### src/rtl/wb_mtimer.sv
// wb_mtimer: Wishbone B4 classic responder implementing a RISC-V machine timer.
// 64-bit free-running mtime with a programmable prescaler, 64-bit mtimecmp and a
// registered level interrupt (mtime >= mtimecmp).
//
// Optional feature macro: WB_MTIMER_ERR_EN
//   defined   : requests to word addresses 6/7 answer with wb_err_o, no state change.
//   undefined : wb_err_o tied 0; addresses 6/7 acknowledge, read 0, writes dropped.
//
// Register map (word address):
//   0 MTIME_LO   1 MTIME_HI (reads the shadow latched by the last MTIME_LO read)
//   2 MTIMECMP_LO 3 MTIMECMP_HI
//   4 CTRL  bit0 EN, bits [8+PRESC_W-1:8] PRESC
//   5 STATUS bit0 irq_o (read-only)
module wb_mtimer #(
  parameter int unsigned PRESC_W = 8
) (
  input  logic        wb_clk_i,
  input  logic        wb_rst_i,
  input  logic [2:0]  wb_adr_i,
  input  logic [31:0] wb_dat_i,
  input  logic [3:0]  wb_sel_i,
  input  logic        wb_we_i,
  input  logic        wb_cyc_i,
  input  logic        wb_stb_i,
  output logic [31:0] wb_dat_o,
  output logic        wb_ack_o,
  output logic        wb_err_o,
  output logic        irq_o
);

  typedef enum logic [2:0] {
    ADR_MTIME_LO    = 3'd0,
    ADR_MTIME_HI    = 3'd1,
    ADR_MTIMECMP_LO = 3'd2,
    ADR_MTIMECMP_HI = 3'd3,
    ADR_CTRL        = 3'd4,
    ADR_STATUS      = 3'd5
  } reg_adr_e;

  // Apply a byte-enable mask: selected bytes take the bus value.
  function automatic logic [31:0] byte_merge(input logic [31:0] old_val,
                                             input logic [31:0] new_val,
                                             input logic [3:0]  sel);
    logic [31:0] res;
    for (int i = 0; i < 4; i++) begin
      res[8*i +: 8] = sel[i] ? new_val[8*i +: 8] : old_val[8*i +: 8];
    end
    return res;
  endfunction

  // State
  logic [63:0]        mtime_q,    mtime_d;
  logic [63:0]        mtimecmp_q, mtimecmp_d;
  logic [31:0]        shadow_q,   shadow_d;
  logic [PRESC_W-1:0] pcnt_q,     pcnt_d;
  logic [PRESC_W-1:0] presc_q,    presc_d;
  logic               en_q,       en_d;
  logic               ack_q;
  logic [31:0]        dat_q;
  logic               irq_q;
  logic               err_q;

  // Bus decode
  logic        req;
  logic        bad_req;
  logic        acc_req;
  logic        wr;
  logic        rd;
  logic        tick;
  logic        mtime_wr;
  logic [31:0] ctrl_rd;
  logic [31:0] ctrl_new;
  logic [31:0] rd_data;

  // A new request is only taken when no acknowledge is in flight, which gives
  // the one-wait-state, one-cycle-pulse handshake.
  assign req = wb_cyc_i & wb_stb_i & ~wb_ack_o & ~wb_err_o;

`ifdef WB_MTIMER_ERR_EN
  assign bad_req = req & (wb_adr_i[2:1] == 2'b11);
`else
  assign bad_req = 1'b0;
`endif

  assign acc_req  = req & ~bad_req;
  assign wr       = acc_req & wb_we_i;
  assign rd       = acc_req & ~wb_we_i;
  assign mtime_wr = wr & ((wb_adr_i == ADR_MTIME_LO) | (wb_adr_i == ADR_MTIME_HI));
  assign tick     = en_q & (pcnt_q == presc_q);

  // CTRL register image as seen on the bus.
  always_comb begin
    ctrl_rd               = '0;
    ctrl_rd[0]            = en_q;
    ctrl_rd[8 +: PRESC_W] = presc_q;
  end

  // Read mux: returns register state before the acknowledging edge.
  always_comb begin
    rd_data = '0;
    unique case (wb_adr_i)
      ADR_MTIME_LO:    rd_data = mtime_q[31:0];
      ADR_MTIME_HI:    rd_data = shadow_q;
      ADR_MTIMECMP_LO: rd_data = mtimecmp_q[31:0];
      ADR_MTIMECMP_HI: rd_data = mtimecmp_q[63:32];
      ADR_CTRL:        rd_data = ctrl_rd;
      ADR_STATUS:      rd_data = {31'd0, irq_q};
      default:         rd_data = '0;
    endcase
  end

  // Next-state logic for timer, compare, control and shadow registers.
  always_comb begin
    // NOTE: every signal assigned here gets a default first so no latch is inferred.
    mtime_d    = mtime_q;
    mtimecmp_d = mtimecmp_q;
    shadow_d   = shadow_q;
    pcnt_d     = pcnt_q;
    presc_d    = presc_q;
    en_d       = en_q;
    ctrl_new   = byte_merge(ctrl_rd, wb_dat_i, wb_sel_i);

    // Prescaler and counter; a bus write to mtime wins over the increment.
    if (en_q) begin
      pcnt_d = tick ? '0 : pcnt_q + PRESC_W'(1);
    end
    if (tick && !mtime_wr) begin
      mtime_d = mtime_q + 64'd1;
    end

    if (wr) begin
      unique case (wb_adr_i)
        ADR_MTIME_LO:    mtime_d[31:0]     = byte_merge(mtime_q[31:0],     wb_dat_i, wb_sel_i);
        ADR_MTIME_HI:    mtime_d[63:32]    = byte_merge(mtime_q[63:32],    wb_dat_i, wb_sel_i);
        ADR_MTIMECMP_LO: mtimecmp_d[31:0]  = byte_merge(mtimecmp_q[31:0],  wb_dat_i, wb_sel_i);
        ADR_MTIMECMP_HI: mtimecmp_d[63:32] = byte_merge(mtimecmp_q[63:32], wb_dat_i, wb_sel_i);
        ADR_CTRL: begin
          en_d    = ctrl_new[0];
          presc_d = ctrl_new[8 +: PRESC_W];
          pcnt_d  = '0;
        end
        default: ;
      endcase
    end

    // Reading the low word freezes the high word for a coherent 64-bit read.
    if (rd && (wb_adr_i == ADR_MTIME_LO)) begin
      shadow_d = mtime_q[63:32];
    end
  end

  // Register update with asynchronous active-high reset.
  always_ff @(posedge wb_clk_i or posedge wb_rst_i) begin
    // NOTE: sequential state uses non-blocking assignments only, so every flop
    // samples the pre-edge values computed by the combinational block above.
    if (wb_rst_i) begin
      mtime_q    <= '0;
      mtimecmp_q <= '1;
      shadow_q   <= '0;
      pcnt_q     <= '0;
      presc_q    <= '0;
      en_q       <= 1'b0;
      ack_q      <= 1'b0;
      dat_q      <= '0;
      irq_q      <= 1'b0;
    end else begin
      mtime_q    <= mtime_d;
      mtimecmp_q <= mtimecmp_d;
      shadow_q   <= shadow_d;
      pcnt_q     <= pcnt_d;
      presc_q    <= presc_d;
      en_q       <= en_d;
      ack_q      <= acc_req;
      dat_q      <= rd ? rd_data : '0;
      irq_q      <= (mtime_q >= mtimecmp_q);
    end
  end

`ifdef WB_MTIMER_ERR_EN
  // Error acknowledge for unmapped addresses.
  always_ff @(posedge wb_clk_i or posedge wb_rst_i) begin
    if (wb_rst_i) begin
      err_q <= 1'b0;
    end else begin
      err_q <= bad_req;
    end
  end
`else
  assign err_q = 1'b0;
`endif

  assign wb_ack_o = ack_q;
  assign wb_err_o = err_q;
  assign wb_dat_o = dat_q;
  assign irq_o    = irq_q;

endmodule

### config.mk
export PLATFORM = sky130hd
export DESIGN_NAME = wb_mtimer
export DESIGN_NICKNAME = d
export VERILOG_FILES = /design/src/rtl/wb_mtimer.sv
export SDC_FILE = /design/constraint.sdc
export NUM_CORES = 1
export LEC_CHECK = 0
export BUFFER_PORTS_ARGS = -buffer_cell sky130_fd_sc_hd__buf_2
export CORE_UTILIZATION = 45
export DETAILED_ROUTE_END_ITERATION = 6
export PLACE_DENSITY_LB_ADDON = 0.25
export SYNTH_ARGS = -nofsm -noshare
export SYNTH_HDL_FRONTEND = slang
export SYNTH_SLANG_ARGS = --single-unit
### constraint.sdc
create_clock -name wb_clk_i -period 8.1 [get_ports wb_clk_i]
set_input_delay 0.81 -clock wb_clk_i [delete_from_list [all_inputs] [get_ports wb_clk_i]]
set_output_delay 0.81 -clock wb_clk_i [all_outputs]
set_load 0.02 [all_outputs]
==> metrics.md <==
| Metric | Value |
|---|---|
| Status | `finished with violations` |
| Violated checks | `design-rule violations` |
| Mapped Avg Cell Area | `roughly 10 um2` |
| Worst setup skew after layout | `approximately 9.5 ps` |
| Y dimension of the die | `between 150 and 200 um` |
| Number of different library cells in the post-synthesis netlist | `65` |
| Core footprint | `0.0261 mm2` |
| Data required time of the critical path | `around 8500 ps` |
| Number of sinks on the clock net | `around 210` |
| Rows | `roughly 60` |
| Register bit total from synthesis | `approximately 210` |
| Starting density of the core | `46.0%` |
| Post-CTS repair timing setup buffer count | `0` |
| Wire length of the first global-routing pass | `56800 um` |
| Filler cell count in the final layout | `around 2400` |
| Routed length per instance | `22.5 um` |
| Period Utilization, post-route | `37.2%` |
| Horizontal die dimension | `between 150 and 200 um` |
| Final weighted congestion in routability-driven placement | `just over 0.9` |
| Total chip power | `3.23 mW` |
| Final core area utilization | `about 52%` |
| Cell Area, Synth | `approximately 0.012 mm2` |
| Crit Path Max Fanout | `12` |
| CTS H-tree depth | `1` |
| Final-layout setup total negative slack | `0 ps` |
| Main synth FF type | `dfrtp_1` |
| Number of cells on the worst reg-to-reg path | `6` |
| Post-placement worst setup slack | `between 4000 and 5000 ps` |
| Antenna diode count | `0` |
| Slack of the worst reg-to-reg path | `approximately 5100 ps` |
| Post-DP HPWL | `around 27000 um` |
| Clock input transition at the sequential cells of the worst setup and hold paths | `60 ps` |
| Initial antenna violation count | `0` |
| Insertion delay to the later sink of the worst-skew pair | `roughly 530 ps` |
| Number of buffers inserted for hold repair after clock tree synthesis | `0` |
| Tightest Hold Check Type | `in2async` |
| DIE AREA | `roughly 0.027 mm2` |
| Syn-to-layout area delta | `12.9%` |
| Maximum number of pins on one net before global-route repair | `a little over 90` |
| Setup-failing EPs final | `0` |
| Worst-margin pin slew | `~940 ps` |
| Routed wire length | `between 30000 and 40000 um` |
| Share of async-settable or async-resettable flops after synthesis | `between 90% and 100%` |
| Inserted Clock Buffers | `24` |
| Routed via count | `10257` |
| CTS root buffer | `clkbuf_16` |
| Number of global-route vias before repair | `just under 10000` |
| Total Nets Final | `1382` |
| Syn nets | `between 1000 and 1500` |
| Final critical path time including I/O delays and setup | `3010 ps` |
| Port Buf Inserts | `77` |
| Max-cap check violation count | `0` |
| Area share of the largest cell type after synthesis | `30.6%` |
| Worst vdd ir | `~0.00014 V` |
| Synthesized instance count | `around 1200` |
| Aggregate global-route resource usage | `between 20 and 30%` |
| Crit Reg-Reg Endpoint | `mtime_q[51]` |
| DRC marker count from the first detailed-route iteration | `roughly 1100` |
| Post-synth EDFFs | `0` |
| Standby leakage power | `a little under 6 nW` |
| Data arrival time of the critical path | `between 3000 and 4000 ps` |
| Number of pins exceeding their max-slew limit in the final report | `0` |
| Kind of end point of the critical path | `register` |
| Maximum buffer depth of the clock tree | `3` |
| GRT Residual Overflow | `0` |
| Sequential share of the synthesized area | `about 45%` |
| Slew Limit Headroom | `a little under two fifths` |
| Drt via density | `6.31` |
| Setup slack after layout | `5090 ps` |
| RSZ-0062 raised after global routing | `no` |
| Clock tree from TritonCTS | `built` |
| Gates resized, CTS repair | `0` |
| Synth area leader | `dfrtp_1` |
| Min Hold Slack | `392 ps` |
| Leading cell types by total area after synthesis | `dfrtp_1 31%, dfstp_2 14%, mux2_2 9.6%` |
| Pwr per Cell Area | `between 200 and 250 mW/mm2` |
| Final hold violation count | `0` |
| Launching element type of the critical path | `register` |
| Critical path type | `reg2reg` |
| Final ANT Viol Nets | `0` |
| Beginning of the worst register-to-register path | `pcnt_q[0]` |
| Maximum operating frequency | `0.332 GHz` |
| Share of post-route cells with drive strength above 1 | `around a quarter` |
| First-pass detailed-route iteration total | `7` |
| Synthesis Warnings | `0` |
| Residual DRC count | `10` |
| Top Ports | `79` |
-- registers in the layout (all words and copies together), names as in the netlist --
name / cells
mtime_q: 64
wb_ack_o: 1
pcnt_q: 8
shadow_q: 32
en_q: 1
irq_o: 1
presc_q: 8
mtimecmp_q: 64
wb_dat_o: 32
-- final cells by class --
| class | instances | area [um2] | share of cell area (%) |
|---|---|---|---|
| clock inverters | 6 | 108 | 0.793 |
| inverters | 75 | 289 | 2.13 |
| multi-input cells | 872 | 6190 | 45.6 |
| repair buffers | 88 | 468 | 3.45 |
| well taps | 335 | 419 | 3.09 |
| clock buffers | 38 | 734 | 5.41 |
| flip-flops and latches | 211 | 5360 | 39.5 |
-- cell usage after synthesis (all sizes together), types with 18 or more instances --
cell / n
a211oi: 18
a21oi: 61
a22oi: 54
a311oi: 19
and2: 19
and3: 22
and4: 18
clkbuf: 37
dfrtp: 147
dfstp: 64
ha: 66
inv: 75
mux2: 102
nand2: 107
nand3: 38
nand4: 36
nor2: 97
nor3: 25
o21ai: 29
-- per-stage QoR --
step | instances | area [um2]
after floorplan | 1206 | 12000
after global placement | 1581 | 12700
after global routing | 1625 | 13600
final | 1625 | 13600
after CTS | 1625 | 13600
after detailed placement | 1581 | 12700
-- cells by family after synthesis --
kind of cell | after synthesis | share of synthesized area, %
other cells | 1 | 0.0312
simple gates | 405 | 17.4
buf+inv | 123 | 3.99
mux | 109 | 10.1
compound gates | 277 | 16.0
flops | 211 | 44.6
fa+ha+maj | 66 | 6.87
xor+xnor | 14 | 1.02
-- worst max-delay path by stage --
stage	from	endpoint	depth (start not counted)
6_report	pcnt_q[0]	mtime_q[51]	6
5_1_grt	mtime_q[11]	mtime_q[45]	6
4_1_cts	pcnt_q[2]	mtime_q[61]	6
3_5_place_dp	wb_adr_i[0]	mtimecmp_q[51]	6
3_3_place_gp	wb_adr_i[0]	mtimecmp_q[52]	6
2_1_floorplan	wb_rst_i	en_q	1
-- cells in the final DEF, fill, tap and decap left out, types with 9 or more instances in the layout --
cell type | synthesis | routed
dfrtp_1 | 147 | 147
nand2_1 | 107 | 107
mux2_2 | 102 | 102
nor2_1 | 97 | 96
buf_2 | 2 | 77
inv_1 | 75 | 74
ha_1 | 66 | 66
dfstp_2 | 64 | 64
a21oi_1 | 61 | 61
a22oi_1 | 54 | 54
nand3_1 | 37 | 37
nand4_1 | 35 | 35
o21ai_0 | 29 | 29
clkbuf_16 | 0 | 25
nor3_1 | 24 | 24
and3_1 | 22 | 22
a311oi_1 | 19 | 19
a211oi_1 | 18 | 18
and4_1 | 17 | 17
o211ai_1 | 17 | 17
o22ai_1 | 14 | 14
and2_1 | 14 | 13
a221oi_1 | 12 | 12
buf_4 | 4 | 11
or3_1 | 9 | 9
-- power breakdown --
part           total [mW]  internal (mW)  switching (mW)
clock network        1.16          0.715           0.445
logic               0.640          0.274           0.367
registers            1.43           1.22           0.212
total                3.23           2.21            1.02
-- routing by layer --
metal	track usage (%)	wire length (um)	up-vias
met1	39.0	16400	5089
met5	0	0	-
li1	-	-	4644
met3	3.87	2700	87
met4	9.17	1170	0
met2	42.3	16300	437
-- worst max-delay path, stage by stage, from the launching register on --
cell,delay [ps]
dfrtp_1,480
xnor2_1,220
and2_0,350
nand4_1,610
nor3_1,820
nand4_1,170
a211oi_1,270
Power figures use the tool's default switching activity.
